`src/rtl/nn_pkg.sv`:
```
// Shared types for the layer-to-layer stream sequencer.
// Holds the FSM state encoding and the index width helper.
package nn_pkg;

    typedef enum logic {
        COLLECT = 1'b0,
        SEND    = 1'b1
    } seq_state_t;

    function automatic int idx_w(input int nn);
        return (nn > 1) ? $clog2(nn) : 1;
    endfunction

endpackage

```
`src/rtl/layer_capture_buf.sv`:
```
// Per-neuron result buffer with capture mask and overrun detection.
// Captures while collecting and on the final transfer of a burst.
module layer_capture_buf
    import nn_pkg::*;
#(
    parameter int NN = 10,
    parameter int DW = 16,
    parameter int IW = idx_w(NN)
) (
    input  logic             clk,
    input  logic             rst,
    input  logic             collect,
    input  logic             fin,
    input  logic [NN-1:0]    i_valid,
    input  logic [NN*DW-1:0] i_data,
    input  logic [IW-1:0]    rd_idx,
    output logic [DW-1:0]    rd_data,
    output logic             all_captured,
    output logic             overrun
);

    logic [NN-1:0] cap;
    logic [DW-1:0] mem [NN];
    logic          wr_en;
    logic          dup_hit;
    logic          send_hit;

    assign wr_en        = collect | fin;
    assign all_captured = &(cap | i_valid);
    assign rd_data      = mem[rd_idx];
    assign dup_hit      = collect & (|(cap & i_valid));
    assign send_hit     = ~collect & ~fin & (|i_valid);

    // Buffer contents are don't-care after reset, so no reset here.
    always_ff @(posedge clk) begin
        for (int k = 0; k < NN; k++) begin
            if (wr_en && i_valid[k]) begin
                mem[k] <= i_data[k*DW +: DW];
            end
        end
    end

    always_ff @(posedge clk) begin
        if (!rst) begin
            cap     <= '0;
            overrun <= 1'b0;
        end else begin
            if (fin) begin
                cap <= i_valid;
            end else if (collect) begin
                cap <= cap | i_valid;
            end
            if (dup_hit || send_hit) begin
                overrun <= 1'b1;
            end
        end
    end

endmodule

```
`src/rtl/layer_stream_sequencer.sv`:
```
// Collects one layer's parallel results and replays them as a
// serial valid/ready stream for the next layer.
module layer_stream_sequencer
    import nn_pkg::*;
#(
    parameter int NN        = 10,
    parameter int dataWidth = 16
) (
    input  logic                    clk,
    input  logic                    rst,
    input  logic [NN-1:0]           i_valid,
    input  logic [NN*dataWidth-1:0] i_data,
    input  logic                    o_ready,
    output logic                    o_valid,
    output logic [dataWidth-1:0]    o_data,
    output logic                    o_last,
    output logic                    busy,
    output logic                    overrun
);

    localparam int IW = idx_w(NN);
    localparam logic [IW-1:0] LAST = IW'(NN - 1);

    seq_state_t           state;
    logic [IW-1:0]        idx;
    logic [IW-1:0]        nxt_idx;
    logic [IW-1:0]        rd_idx;
    logic [dataWidth-1:0] rd_data;
    logic                 all_captured;
    logic                 collect;
    logic                 xfer;
    logic                 fin;

    assign collect = (state == COLLECT);
    assign xfer    = o_valid & o_ready;
    assign fin     = (state == SEND) & xfer & (idx == LAST);
    assign nxt_idx = (idx == LAST) ? idx : idx + IW'(1);
    assign rd_idx  = collect ? '0 : nxt_idx;

    layer_capture_buf #(
        .NN (NN),
        .DW (dataWidth),
        .IW (IW)
    ) u_cap (
        .clk          (clk),
        .rst          (rst),
        .collect      (collect),
        .fin          (fin),
        .i_valid      (i_valid),
        .i_data       (i_data),
        .rd_idx       (rd_idx),
        .rd_data      (rd_data),
        .all_captured (all_captured),
        .overrun      (overrun)
    );

    always_ff @(posedge clk) begin
        if (!rst) begin
            state   <= COLLECT;
            idx     <= '0;
            o_valid <= 1'b0;
            o_data  <= '0;
            o_last  <= 1'b0;
            busy    <= 1'b0;
        end else begin
            unique case (state)
                COLLECT: begin
                    if (all_captured) begin
                        state   <= SEND;
                        idx     <= '0;
                        o_valid <= 1'b1;
                        o_last  <= 1'b0;
                        busy    <= 1'b1;
                        // Word 0 may arrive in this very cycle.
                        o_data  <= i_valid[0] ? i_data[dataWidth-1:0]
                                              : rd_data;
                    end
                end
                SEND: begin
                    if (fin) begin
                        state   <= COLLECT;
                        idx     <= '0;
                        o_valid <= 1'b0;
                        o_last  <= 1'b0;
                        busy    <= 1'b0;
                    end else if (xfer) begin
                        idx    <= nxt_idx;
                        o_data <= rd_data;
                        o_last <= (nxt_idx == LAST);
                    end
                end
                default: begin
                    state <= COLLECT;
                end
            endcase
        end
    end

endmodule

```
`config.mk`:
```
export PLATFORM = sky130hd
export DESIGN_NAME = layer_stream_sequencer
export DESIGN_NICKNAME = d
export VERILOG_FILES = /design/src/rtl/nn_pkg.sv /design/src/rtl/layer_capture_buf.sv /design/src/rtl/layer_stream_sequencer.sv
export SDC_FILE = /design/constraint.sdc
export NUM_CORES = 1
export LEC_CHECK = 0
export CELL_PAD_IN_SITES_DETAIL_PLACEMENT = 1
export CELL_PAD_IN_SITES_GLOBAL_PLACEMENT = 1
export CORE_MARGIN = 3
export CORE_UTILIZATION = 40
export DETAILED_ROUTE_END_ITERATION = 8
export HOLD_SLACK_MARGIN = 0.02
export PLACE_DENSITY_LB_ADDON = 0.1
export SYNTH_ARGS = -nofsm -noshare
export SYNTH_HDL_FRONTEND = slang
export SYNTH_SLANG_ARGS = --single-unit
export TNS_END_PERCENT = 100
```
`constraint.sdc`:
```
create_clock -name clk -period 3.1 [get_ports clk]
set_input_delay 0.465 -clock clk [delete_from_list [all_inputs] [get_ports clk]]
set_output_delay 0.465 -clock clk [all_outputs]
set_load 0.005 [all_outputs]
```
==> results.md <==
- Routed vias/inst: 5.32
- Post-synth top flop: edfxtp_1
- Clk buf depth: 2
- Most common library cell in the layout ignoring fill and taps: clkdlybuf4s50_1
- Slowest-stage cell, CP: a21oi_1
- Worst Slack Setup Final: 353 ps
- Worst path arrival time: 3120 ps
- Final WL: 24.7 mm
- Gate power share: 8.6%
- Share of total power in the clock network: 38.2%
- Sw frac: 22.8%
- Die Width: 149 um
- Drt wl/cell: 23.0 um
- PortBufs: 192
- Crit end category: flip-flop
- Sequential share of power: 53.2%
- CP cell instances: o21bai_1 -> nor4_1 -> a21oi_1 -> o21a_1 -> a32oi_1 -> o21ai_1
- DRC Markers: 0
- Final Hold Vio Count: 0
- Leakage: 3.99 nW
- Via count: 5711
- Synthesis-to-finish area growth: 35.0%
- GP Congestion: 0.883
- DR iter-0 viols: 325
- Achievable Freq: 0.364 GHz
- Clock skew: 14.1 ps
- Gr usage total: 22.4%
- Crit path time final: 2750 ps
- Netlist cell types: 47
- CTS Root Cell: clkbuf_16
- TritonCTS clock tree: done
- Fraction of layout cells with a size suffix above 1: 9.39%
- Most frequent cells in the layout: 192 x clkdlybuf4s50_1, 160 x edfxtp_1, 78 x mux2i_1
- Worst slew pin tran: 1040 ps
- Clock sinks: 194
- Dpl cell area: 10500 um2
- Min-Delay Path Class: flip-flop to flip-flop
- Worst VDD drop: 0.365 mV
- CORE AREA: 19800 um2
- Synth Cell Area: 8180 um2
- Number of max-cap violations: 0
- Syn_nets: 773
- # rows: 51
- Max incr delay on CP: 830 ps
- HPWL Detailed: 18.6 mm
- Worst skew pair latency: 440 ps
- Footprint of the multi-input gates: 2520 um2
- Initial antenna violation count: 1
- Period utilisation layout: 88.6%
- Register Area: 5490 um2
- Largest net degree at the start of global routing: 36
- Critical path fanouts, max: 15
- Slew Viols, Final: 0
- Number of flops mapped to enable cells by yosys: 160
- Critical path class: flip-flop to flip-flop
- Vias in the first global route: 6181
- Worst slack, placed: 169 ps
- Async set or reset register ratio after synthesis: 0%
- CTS Hold Bufs: 0
- Power per cell area: 515 nW/um2
- Ports: 193
- CTS H-tree depth: 4
- Switch Pwr: 1.30 mW
- Final instance area: 11000 um2
- Total gr overflow: 0
- Syn Inst Count: 598
- Fin nets: 971
- Length of the first detailed-routing pass in iterations: 5
- Worst EP required: 3470 ps
- P_int: 4.39 mW
- Resized Gates After CTS: 0
- Normalized max-slew margin: 30.9%
- Status: completed
- Mapped Avg Cell Area: 13.7 um2
- Postcts setup bufs: 0
- Synth Register Bits: 194
- Starting Density: 41.4%
- First-pass GRT wire length: 37.1 mm
- RSZ-0062 raised after global routing: false
- Inserted Diodes: 0
- Die Footprint: 22200 um2
- FILL cells: 1984
- YS warnings: 0
- Setup tns final: 0 ps
- TritonCTS Buffers: 17
- Setup Viol. Count Final: 0
- Seq/Total Area, Yosys: 67.1%
- Critical path startpoint category: flip-flop
- Antenna-violating nets left: 0
- Reg clk slew, reported paths: 80 ps
- Fin util: 55.8%
- DIE HEIGHT: 149 um
Yosys cell counts, types with 9 or more instances:
cell type	count	area, um2
edfxtp_1	160	4800
nor2_1	20	75.1
nand2b_1	34	213
and2_1	13	81.3
buf_2	9	45.0
or2_2	15	93.8
dfxtp_1	34	681
mux2i_1	78	781
clkbuf_1	25	93.8
nand3_1	32	160
a32oi_1	15	131
nand2_1	26	97.6
o21ai_0	15	75.1
a31oi_1	18	113
o21ai_1	18	90.1
a21oi_1	19	95.1
a22oi_1	17	128
cell families (layout without fill, tap and decap cells):
family,count (synthesis),count (layout),share of synthesized area (%)
AO/OA/AOI/OAI,121,121,9.71
XOR/XNOR,3,3,0.551
adder cells (fa/ha/maj),2,2,0.306
buffers and inverters,41,252,2.25
flip-flops,194,194,67.1
multiplexers,79,79,9.82
AND/OR/NAND/NOR,158,158,10.3
area by class of cell:
cell class                 instances  share of cell area (%)
inverter                           3                   0.102
clock inverter                    15                    1.38
tap                              265                    3.00
clock buffer                      17                    3.85
sequential                       194                    49.7
multi-input combinational        363                    22.8
timing repair buffer             217                    19.2
power groups by stage:
stage	clock, mW	sequential (mW)	combinational [mW]
2_1_floorplan	0	3.07	0.155
3_3_place_gp	0	3.07	0.480
3_5_place_dp	0	3.08	0.491
4_1_cts	2.21	3.03	0.495
5_1_grt	2.31	3.04	0.526
6_report	2.17	3.03	0.490
critical path, delay by kind of cell (launching register included):
| kind | cells | cell delay, ps |
|---|---|---|
| flops | 1 | 690 |
| simple gates | 1 | 100 |
| compound gates | 5 | 1870 |
sequential cells by signal, summed over array words and instances, names as in the netlist:
name           count
o_data            16
busy               1
u_cap.overrun      1
o_last             1
idx                4
u_cap.mem        160
u_cap.cap         10
state              1
final timing paths:
| check | start | to | slack (ps) | cells after the start |
|---|---|---|---|---|
| setup / recovery | state | o_data[7] | 350 | 6 |
| hold / removal | o_last | o_last | 490 | 2 |
| setup reg to reg | state | o_data[7] | 350 | 6 |
| hold reg to reg | o_last | o_last | 490 | 2 |
routing by layer:
layer | routed length, um | track usage [%] | part of all wire (%)
met1 | 11300 | 31.4 | 46
met3 | 1520 | 5.01 | 6.2
met2 | 11600 | 35.7 | 47
met5 | 13 | 0 | 0.053
met4 | 313 | 5.40 | 1.3
metrics by stage:
| step | power (mW) | std cells | hold WS [ps] |
|---|---|---|---|
| after global routing | 5.88 | 1074 | 509 |
| after global placement | 3.55 | 1042 | 456 |
| after detailed placement | 3.57 | 1042 | 466 |
| final | 5.69 | 1074 | 486 |
| after CTS | 5.73 | 1074 | 482 |
| after floorplan | 3.22 | 598 | 448 |
Note: power is estimated with default switching activity, not from simulation.
